`config.mk`:
```
export PLATFORM = sky130hd
export DESIGN_NAME = mips_np_run_ctrl_flat
export DESIGN_NICKNAME = d
export VERILOG_FILES = /design/src/rtl/mips_ctrl_pkg.sv /design/src/rtl/mips_np_run_ctrl_if.sv /design/src/rtl/mips_np_run_ctrl.sv /design/src/flat_wrapper.sv
export SDC_FILE = /design/constraint.sdc
export NUM_CORES = 1
export LEC_CHECK = 0
export ABC_AREA = 1
export BUFFER_PORTS_ARGS = -buffer_cell sky130_fd_sc_hd__buf_2
export CELL_PAD_IN_SITES_DETAIL_PLACEMENT = 1
export CELL_PAD_IN_SITES_GLOBAL_PLACEMENT = 1
export CORE_ASPECT_RATIO = 1.4
export CORE_MARGIN = 5
export CORE_UTILIZATION = 39
export DETAILED_ROUTE_END_ITERATION = 16
export PLACE_DENSITY_LB_ADDON = 0.1
export SLEW_MARGIN = 0
export SYNTH_ARGS = -nofsm -noshare
export SYNTH_HDL_FRONTEND = slang
export SYNTH_SLANG_ARGS = --single-unit
```
`constraint.sdc`:
```
create_clock -name clock_in -period 5.5 [get_ports clock_in]
set_input_delay 1.65 -clock clock_in [delete_from_list [all_inputs] [get_ports clock_in]]
set_output_delay 1.65 -clock clock_in [all_outputs]
set_load 0.02 [all_outputs]
```
`src/rtl/mips_ctrl_pkg.sv`:
```
// Shared types and constants for the mips_np program-load/run sequencer.
package mips_ctrl_pkg;

  localparam int WORD_BYTES     = 4;
  localparam int DEF_DATA_W     = 32;
  localparam int DEF_ADDR_W     = 32;
  localparam int DEF_IMEM_WORDS = 256;
  localparam int DEF_CYC_W      = 16;

  typedef enum logic [2:0] {IDLE, LOAD, RUN, DUMP, DONE} run_state_t;

  // Per-word readback steps: present address, capture memory data, hold result until taken.
  typedef enum logic [1:0] {DP_ADDR, DP_CAP, DP_HOLD} dump_phase_t;

endpackage

```
`src/rtl/mips_np_run_ctrl_if.sv`:
```
// Host/core-facing signal bundle of the run sequencer.
// slave: the sequencer's view; master: the host/bench view.
interface mips_np_run_ctrl_if
  import mips_ctrl_pkg::*;
#(
  parameter int DATA_W = DEF_DATA_W,
  parameter int ADDR_W = DEF_ADDR_W,
  parameter int CYC_W  = DEF_CYC_W
);
  logic              start_in;
  logic [CYC_W-1:0]  run_cycles_in;
  logic [ADDR_W-1:0] dump_base_in;
  logic [7:0]        dump_words_in;
  logic              prog_valid_in;
  logic [DATA_W-1:0] prog_data_in;
  logic              prog_last_in;
  logic              prog_ready_out;
  logic              cpu_reset_out;
  logic              instr_write_out;
  logic [ADDR_W-1:0] instr_address_out;
  logic [DATA_W-1:0] instr_out;
  logic [ADDR_W-1:0] read_data_address_out;
  logic [DATA_W-1:0] read_data_in;
  logic              res_valid_out;
  logic [DATA_W-1:0] res_data_out;
  logic              res_ready_in;
  logic              busy_out;
  logic              done_out;
  logic              overflow_out;

  modport slave (
    input  start_in, run_cycles_in, dump_base_in, dump_words_in,
           prog_valid_in, prog_data_in, prog_last_in, read_data_in, res_ready_in,
    output prog_ready_out, cpu_reset_out, instr_write_out, instr_address_out, instr_out,
           read_data_address_out, res_valid_out, res_data_out, busy_out, done_out, overflow_out
  );

  modport master (
    output start_in, run_cycles_in, dump_base_in, dump_words_in,
           prog_valid_in, prog_data_in, prog_last_in, read_data_in, res_ready_in,
    input  prog_ready_out, cpu_reset_out, instr_write_out, instr_address_out, instr_out,
           read_data_address_out, res_valid_out, res_data_out, busy_out, done_out, overflow_out
  );
endinterface

```
`src/rtl/mips_np_run_ctrl.sv`:
```
// Program-load and run sequencer for mips_np: streams a program into instruction
// memory, releases the core for a fixed cycle budget, then reads back a data window.
module mips_np_run_ctrl
  import mips_ctrl_pkg::*;
#(
  parameter int DATA_W     = DEF_DATA_W,
  parameter int ADDR_W     = DEF_ADDR_W,
  parameter int IMEM_WORDS = DEF_IMEM_WORDS,
  parameter int CYC_W      = DEF_CYC_W
) (
  input logic               clock_in,
  input logic               reset_in,
  mips_np_run_ctrl_if.slave bus
);

  run_state_t        state;
  dump_phase_t       phase;
  logic [CYC_W-1:0]  run_budget;
  logic [CYC_W-1:0]  cyc_left;
  logic [ADDR_W-1:0] dump_base;
  logic [7:0]        dump_count;
  logic [7:0]        dump_left;
  logic [ADDR_W-1:0] load_idx;
  logic              last_taken;

  function automatic logic [ADDR_W-1:0] word_addr(input logic [ADDR_W-1:0] idx);
    return idx * ADDR_W'(WORD_BYTES);
  endfunction

  // Sequencer FSM with all outputs registered; the three counters live alongside it.
  always_ff @(posedge clock_in) begin
    if (!reset_in) begin
      state                     <= IDLE;
      phase                     <= DP_ADDR;
      last_taken                <= 1'b0;
      bus.prog_ready_out        <= 1'b0;
      bus.cpu_reset_out         <= 1'b0;
      bus.instr_write_out       <= 1'b0;
      bus.instr_address_out     <= '0;
      bus.instr_out             <= '0;
      bus.read_data_address_out <= '0;
      bus.res_valid_out         <= 1'b0;
      bus.res_data_out          <= '0;
      bus.busy_out              <= 1'b0;
      bus.done_out              <= 1'b0;
      bus.overflow_out          <= 1'b0;
    end else begin
      bus.instr_write_out <= 1'b0;
      case (state)
        IDLE, DONE: begin
          if (bus.start_in) begin
            state              <= LOAD;
            run_budget         <= bus.run_cycles_in;
            dump_base          <= bus.dump_base_in;
            dump_count         <= bus.dump_words_in;
            load_idx           <= '0;
            last_taken         <= 1'b0;
            bus.prog_ready_out <= 1'b1;
            bus.busy_out       <= 1'b1;
            bus.done_out       <= 1'b0;
          end
        end
        LOAD: begin
          // The final write pulse is on the bus this cycle; release the core next.
          if (last_taken) begin
            state             <= RUN;
            cyc_left          <= run_budget;
            bus.cpu_reset_out <= (run_budget != '0);
          end else if (bus.prog_valid_in && bus.prog_ready_out) begin
            load_idx <= load_idx + ADDR_W'(1);
            if (load_idx < ADDR_W'(IMEM_WORDS)) begin
              bus.instr_write_out   <= 1'b1;
              bus.instr_out         <= DATA_W'(bus.prog_data_in);
              bus.instr_address_out <= word_addr(load_idx);
            end else begin
              bus.overflow_out <= 1'b1;
            end
            if (bus.prog_last_in) begin
              last_taken         <= 1'b1;
              bus.prog_ready_out <= 1'b0;
            end
          end
        end
        RUN: begin
          // cyc_left counts the remaining high cycles including the current one.
          if (cyc_left <= CYC_W'(1)) begin
            state                     <= DUMP;
            phase                     <= DP_ADDR;
            bus.cpu_reset_out         <= 1'b0;
            bus.read_data_address_out <= dump_base;
            dump_left                 <= dump_count;
          end else begin
            cyc_left <= cyc_left - CYC_W'(1);
          end
        end
        DUMP: begin
          case (phase)
            DP_ADDR: begin
              if (dump_left == 8'd0) begin
                state        <= DONE;
                bus.busy_out <= 1'b0;
                bus.done_out <= 1'b1;
              end else begin
                phase <= DP_CAP;
              end
            end
            DP_CAP: begin
              bus.res_data_out  <= DATA_W'(bus.read_data_in);
              bus.res_valid_out <= 1'b1;
              phase             <= DP_HOLD;
            end
            default: begin
              if (bus.res_ready_in) begin
                bus.res_valid_out         <= 1'b0;
                dump_left                 <= dump_left - 8'd1;
                bus.read_data_address_out <= bus.read_data_address_out + ADDR_W'(WORD_BYTES);
                phase                     <= DP_ADDR;
              end
            end
          endcase
        end
        default: state <= IDLE;
      endcase
    end
  end

endmodule

```
`src/flat_wrapper.sv`:
```
// flat-port wrapper written by rule: the top's interface ports become plain ports
module mips_np_run_ctrl_flat import mips_ctrl_pkg::*;
#(
  parameter int DATA_W     = DEF_DATA_W,
  parameter int ADDR_W     = DEF_ADDR_W,
  parameter int IMEM_WORDS = DEF_IMEM_WORDS,
  parameter int CYC_W      = DEF_CYC_W
)
  (clock_in, reset_in, bus_start_in, bus_run_cycles_in, bus_dump_base_in, bus_dump_words_in, bus_prog_valid_in, bus_prog_data_in, bus_prog_last_in, bus_read_data_in, bus_res_ready_in, bus_prog_ready_out, bus_cpu_reset_out, bus_instr_write_out, bus_instr_address_out, bus_instr_out, bus_read_data_address_out, bus_res_valid_out, bus_res_data_out, bus_busy_out, bus_done_out, bus_overflow_out);
  mips_np_run_ctrl_if #(.DATA_W(DATA_W), .ADDR_W(ADDR_W), .CYC_W(CYC_W)) bus_i ();
  input logic clock_in;
  input logic reset_in;
  input wire logic [$bits(bus_i.start_in)-1:0] bus_start_in;
  input wire logic [$bits(bus_i.run_cycles_in)-1:0] bus_run_cycles_in;
  input wire logic [$bits(bus_i.dump_base_in)-1:0] bus_dump_base_in;
  input wire logic [$bits(bus_i.dump_words_in)-1:0] bus_dump_words_in;
  input wire logic [$bits(bus_i.prog_valid_in)-1:0] bus_prog_valid_in;
  input wire logic [$bits(bus_i.prog_data_in)-1:0] bus_prog_data_in;
  input wire logic [$bits(bus_i.prog_last_in)-1:0] bus_prog_last_in;
  input wire logic [$bits(bus_i.read_data_in)-1:0] bus_read_data_in;
  input wire logic [$bits(bus_i.res_ready_in)-1:0] bus_res_ready_in;
  output wire logic [$bits(bus_i.prog_ready_out)-1:0] bus_prog_ready_out;
  output wire logic [$bits(bus_i.cpu_reset_out)-1:0] bus_cpu_reset_out;
  output wire logic [$bits(bus_i.instr_write_out)-1:0] bus_instr_write_out;
  output wire logic [$bits(bus_i.instr_address_out)-1:0] bus_instr_address_out;
  output wire logic [$bits(bus_i.instr_out)-1:0] bus_instr_out;
  output wire logic [$bits(bus_i.read_data_address_out)-1:0] bus_read_data_address_out;
  output wire logic [$bits(bus_i.res_valid_out)-1:0] bus_res_valid_out;
  output wire logic [$bits(bus_i.res_data_out)-1:0] bus_res_data_out;
  output wire logic [$bits(bus_i.busy_out)-1:0] bus_busy_out;
  output wire logic [$bits(bus_i.done_out)-1:0] bus_done_out;
  output wire logic [$bits(bus_i.overflow_out)-1:0] bus_overflow_out;
  assign bus_i.start_in = bus_start_in;
  assign bus_i.run_cycles_in = bus_run_cycles_in;
  assign bus_i.dump_base_in = bus_dump_base_in;
  assign bus_i.dump_words_in = bus_dump_words_in;
  assign bus_i.prog_valid_in = bus_prog_valid_in;
  assign bus_i.prog_data_in = bus_prog_data_in;
  assign bus_i.prog_last_in = bus_prog_last_in;
  assign bus_i.read_data_in = bus_read_data_in;
  assign bus_i.res_ready_in = bus_res_ready_in;
  assign bus_prog_ready_out = bus_i.prog_ready_out;
  assign bus_cpu_reset_out = bus_i.cpu_reset_out;
  assign bus_instr_write_out = bus_i.instr_write_out;
  assign bus_instr_address_out = bus_i.instr_address_out;
  assign bus_instr_out = bus_i.instr_out;
  assign bus_read_data_address_out = bus_i.read_data_address_out;
  assign bus_res_valid_out = bus_i.res_valid_out;
  assign bus_res_data_out = bus_i.res_data_out;
  assign bus_busy_out = bus_i.busy_out;
  assign bus_done_out = bus_i.done_out;
  assign bus_overflow_out = bus_i.overflow_out;
  mips_np_run_ctrl #(.DATA_W(DATA_W), .ADDR_W(ADDR_W), .IMEM_WORDS(IMEM_WORDS), .CYC_W(CYC_W)) u_core (.clock_in(clock_in), .reset_in(reset_in), .bus(bus_i));
endmodule
```
# Yosys cells after proc, flatten, opt, wreduce, memory -nomap -nowiden
# Index checks and enable logic that the tools add are counted.
[totals]
regBits = 251
latch_bits = 0
mem_bits_rw = 0
romBits = 0
inputBits = 126
output_inout_bits = 135
word_cells = 126
mem_count = 0
[op_classes]
n_addsub = 4
mul = 0
div = 0
order_cmp = 2
n_eq_ne = 18
shift = 0
n_mux = 48
n_bitwise = 6
n_reduce_logical = 28
[ops]
columns = ["op", "count"]
rows = [
  ["$mux 32", 6],
  ["$pmux 32 s2", 2],
  ["$add 32x1->32 const B", 1],
  ["$add 32x3->32 const B", 1],
  ["$lt 32x9->1 const B", 1],
  ["$mux 16", 2],
  ["$pmux 16 s2", 1],
  ["$mux 8", 3],
  ["$reduce_and 4->1", 6],
  ["$reduce_and 5->1", 4],
  ["$le 16x1->1 const B", 1],
  ["$mux 1", 16],
  ["$pmux 8 s2", 1],
  ["$reduce_bool 16->1", 1],
  ["$sub 16x1->16 const B", 1],
  ["$mux 3", 5],
  ["$ne 2x2->1 const B", 6],
  ["$pmux 1 s2", 6],
  ["$pmux 3 s4", 1],
  ["$ne 2x1->1 const B", 5],
  ["$reduce_bool 2->1", 5],
  ["$reduce_and 3->1", 3],
  ["$logic_not 8->1", 1],
  ["$pmux 2 s2", 2],
  ["other kinds (15)", 25],
]

# Depth between registers and ports, before layout
[logic_depth]
word_depth = 4
ltp_mapped = 13
ltp_nobuf = 13

# Least setup slack after synthesis
# OpenSTA, ideal clock, no wires.
[synth_timing]
path_type = "input to register"
startpoint = "in reset_in"
endpoint = "reg u_core.dump_base[0] (enable)"
setup_ps = 470
arrival_time_ps = 4440
required_ps = 5030
slack_ps = 590
stages = 3
path_buffers = 1
path_cell_list = "clkinv_1 buf_1 nor2_1"
[synth_via]
elab_chain_len = 1
[synth_rtl]
columns = ["item", "line_no", "rtl"]
rows = [
  ["start: declaration", "flat_wrapper.sv:12", "input logic reset_in;"],
  ["$reduce_and 3->1 (no line)", "-", ""],
  ["end signal: assignment", "mips_np_run_ctrl.sv:54", "dump_base <= bus.dump_base_in;"],
  ["end: declaration", "mips_np_run_ctrl.sv:20", "logic [ADDR_W-1:0] dump_base;"],
]
# Every way passes these cells.
# A chain may end at the register's enable or synchronous reset.

# Final worst setup path
[layout_timing]
startpoint = "reg u_core.state[0]"
endpoint = "reg u_core.bus.read_data_address_out[5] (netlist name)"
[layout_via]
elab_chain_len = 3
elab_cells_between_ends = 8
cone_classes = "5 x eq/ne; 1 x mux; 2 x reduce/logical"
[layout_rtl]
columns = ["item", "line_no", "rtl"]
rows = [
  ["start: declaration", "mips_np_run_ctrl.sv:16", "run_state_t state;"],
  ["start signal: assignment", "mips_np_run_ctrl.sv:33", "state <= IDLE;"],
  ["start signal: assignment", "mips_np_run_ctrl.sv:52", "state <= LOAD;"],
  ["start signal: assignment", "mips_np_run_ctrl.sv:66", "state <= RUN;"],
  ["$eq 3x2->1", "mips_np_run_ctrl.sv:49", "case (state)"],
  ["$ne 2x1->1 (no line), or another cell as far along", "-", ""],
  ["$reduce_and 4->1 (no line)", "-", ""],
  ["end signal: assignment", "mips_np_run_ctrl.sv:90", "bus.read_data_address_out <= dump_base;"],
  ["end signal: assignment", "mips_np_run_ctrl.sv:116", "bus.read_data_address_out <= bus.read_data_address_out + ADDR_W'(WORD_BYTES);"],
  ["end: declaration", "mips_np_run_ctrl_if.sv:35", "read_data_address_out, res_valid_out, res_data_out, busy_out, done_out, overflow_out"],
]
# Parallel ways exist; a longest one is shown, timed or not.

==> flow_summary.json <==
{
  "outcome": "completed",
  "finalPower_mw": 5.02,
  "clockBufferDepth": 3,
  "worstSetupPathType": "reg -> reg",
  "rsz0062_at_grt": "false",
  "die_h_um": 211,
  "synth_top_cell_by_area": "edfxtp_1",
  "numCtsBuffers": 27,
  "r2r_end": "u_core.bus.read_data_address_out[5]",
  "hold_class": "reg -> reg",
  "antenna_found_initial": 4,
  "clock_skew_ns": 0.0117,
  "dp_hpwl_um": 25700,
  "hold_viol": 0,
  "area_growth_syn_to_layout_pct": 21.9,
  "endpoint_kind": "register",
  "synth-main-ff-cell": "dfxtp_1",
  "fin_nets": 1798,
  "vias_per_cell": 4.99,
  "syn-cell-area_um2": 11300,
  "critPathBufInv": 3,
  "drc_errors": 0,
  "synth_top_area_share_pct": 29.7,
  "hold_path.startpoint": "u_core.bus.instr_address_out[31]",
  "cts_tree": "yes",
  "ys_async_sr_fraction_pct": 0,
  "overflow": 0,
  "min_period_over_period_pct": 57.2,
  "seq_area_frac_synth_pct": 54.4,
  "dr.pass1.iters": 4,
  "critPathLaunchType": "register",
  "synth_edf_count": 112,
  "setup_viol": 0,
  "io_buffers": 258,
  "cp_top_family": "buffers and inverters",
  "die_area_um2": 32500,
  "maxSlewViolCount": 0,
  "grt_start_max_net_pins": 64,
  "synth_cells": 1422,
  "fin_util_pct": 48.4,
  "drt_iter0_drc": 450,
  "wire_per_inst_um": 17.2,
  "grt_pass1_vias": 10700,
  "io_pins": 261,
  "rrSetupSlack_ns": 2.36,
  "setup_tns_ns": 0,
  "cts_resized": 0,
  "wirelength_um": 35500,
  "cts.htree.levels": 1,
  "ys_seq_elements": 251,
  "r2r_cells": 9,
  "drv_cap": 0,
  "crit_end": "u_core.bus.read_data_address_out[5]",
  "r2r_start": "u_core.state[0]",
  "clock_latency_ns": 0.54,
  "p_per_area_nw_per_um2": 364,
  "worstSetupStartpoint": "u_core.state[0]",
  "avgSynthCellArea_um2": 7.95,
  "fin_crit_ns": 3.14,
  "synth.area.top_cells": "edfxtp_1, dfxtp_1, nor2_1, nand2_1, o21ai_0",
  "vias": 10300,
  "p_leak_nw": 5.94,
  "worstPathArrival_ns": 3.56,
  "fin_ws_ns": 2.36,
  "crit_required_ns": 5.92,
  "row_count": 73,
  "yosysWarnings": 0,
  "dp_slack_ns": 1.77,
  "grtUsageTotal_pct": 20.8,
  "slew_headroom_pct": 33.8,
  "postCtsHoldBufs": 0,
  "drtAntennaViolNets": 0,
  "crit_fanout": 55,
  "root_buffer": "clkbuf_16",
  "final_layout_size_suffix_gt1_share_pct": 20.0,
  "tightest_slew_ns": 0.991,
  "die_w_um": 154,
  "cts.clk_slew.worst_paths_ns": 0.06,
  "place_congestion": 0.842,
  "postCtsSetupBuffers": 0,
  "cts.sinks": 251,
  "synth.distinct_cells": 37,
  "grt_first_pass_wirelength_um": 55700,
  "initial_utilization_pct": 39.7,
  "whs_ns": 0.452,
  "coreArea_um2": 28500,
  "slowest_delay_ns": 0.71,
  "peakVddDrop_mv": 0.213,
  "fmax_mhz": 318,
  "slowest_stage": "inv_2",
  "synth.most_common_cell": "nor2_1",
  "crit_chain": "nand3_2, inv_2, nand2_1, nand2_1, inv_2, nand2_2, clkinv_2, o21ai_0, a21oi_1",
  "cp.depth": 9,
  "synth.top_cells.by_count": "nor2_1, nand2_1, dfxtp_1, o21ai_0, edfxtp_1"
}
## cell type report
cell class | instances | area, um^2
Fill cell | 3631 | 14700
Sequential cell | 251 | 6150
Multi-Input combinational cell | 1009 | 4520
Timing Repair Buffer | 267 | 1360
Clock buffer | 32 | 704
Tap cell | 375 | 469
Inverter | 110 | 414
Clock inverter | 17 | 160
Antenna cell | 2 | 5.00
## kinds of logic after synthesis
| family | synth area share (%) |
|---|---|
| xor gates and xnor gates | 1.39 |
| other | 0.0332 |
| adders and majority gates | 0.664 |
| AOI/OAI and AO/OA | 9.08 |
| buffers and inverters | 5.78 |
| and+or+nand+nor | 28.7 |
| DFF | 54.4 |
## cells in the final DEF, fill, tap and decap left out, drive strengths merged, types with 4 or more instances in the layout
master	netlist	final
nor2	337	337
nand2	305	305
buf	21	267
dfxtp	139	139
o21ai	126	126
edfxtp	112	112
inv	108	109
nand3	75	75
a21oi	58	58
clkbuf	32	32
nor3	25	25
nand4	15	15
xor2	12	12
clkinv	2	12
nand3b	11	11
or2	8	8
a31oi	7	7
xnor2	6	6
ha	6	6
nor3b	5	5
o21bai	4	4
## state kept, by name (all words and copies together) (netlist names), 2 cells and up
| signal | flops |
|---|---|
| u_core.bus.instr_address_out | 30 |
| u_core.bus.instr_out | 32 |
| u_core.bus.read_data_address_out | 32 |
| u_core.bus.res_data_out | 32 |
| u_core.cyc_left | 16 |
| u_core.dump_base | 32 |
| u_core.dump_count | 8 |
| u_core.dump_left | 8 |
| u_core.load_idx | 32 |
| u_core.phase | 2 |
| u_core.run_budget | 16 |
| u_core.state | 3 |
## power breakdown
group	internal, mW	total, mW	switching [mW]	leakage (nW)
clock	1.05	1.81	0.760	0.419
sequential	2.19	2.35	0.155	2.16
combinational	0.258	0.859	0.601	3.36
total	3.50	5.02	1.52	5.94
## worst register-to-register path, delay by kind of cell, from the launching register on
kind                   cells  cell delay [ns]
AO/OA/AOI/OAI              2             0.29
buffers and inverters      3             1.25
AND/OR/NAND/NOR            4             1.08
flip-flops                 1             0.40
## per-stage QoR
step	instances	cell area, um^2
after global routing	2063	13800
final	2063	13800
after detailed placement	2012	12900
after CTS	2061	13800
after global placement	2012	12900
after floorplan	1423	11300
## routing by layer
| metal | vias to the layer above | global-route usage (%) | wire length, um |
|---|---|---|---|
| li1 | 5107 | - | - |
| met1 | 4930 | 24.5 | 14600 |
| met2 | 195 | 38.7 | 18500 |
| met3 | 50 | 4.07 | 1680 |
| met4 | 4 | 5.67 | 749 |
| met5 | - | 0 | 30 |
## worst min-delay path by stage
stage	end	slack (ns)	cells after the start
after floorplan	u_core.last_taken	0.46	2
after global placement	u_core.bus.instr_address_out[15]	0.44	2
after detailed placement	u_core.bus.instr_address_out[21]	0.45	2
after CTS	u_core.bus.instr_address_out[21]	0.46	2
after global routing	u_core.bus.instr_address_out[22]	0.48	2
final	u_core.bus.instr_address_out[31]	0.45	2
(Power assumes the default switching activity.)
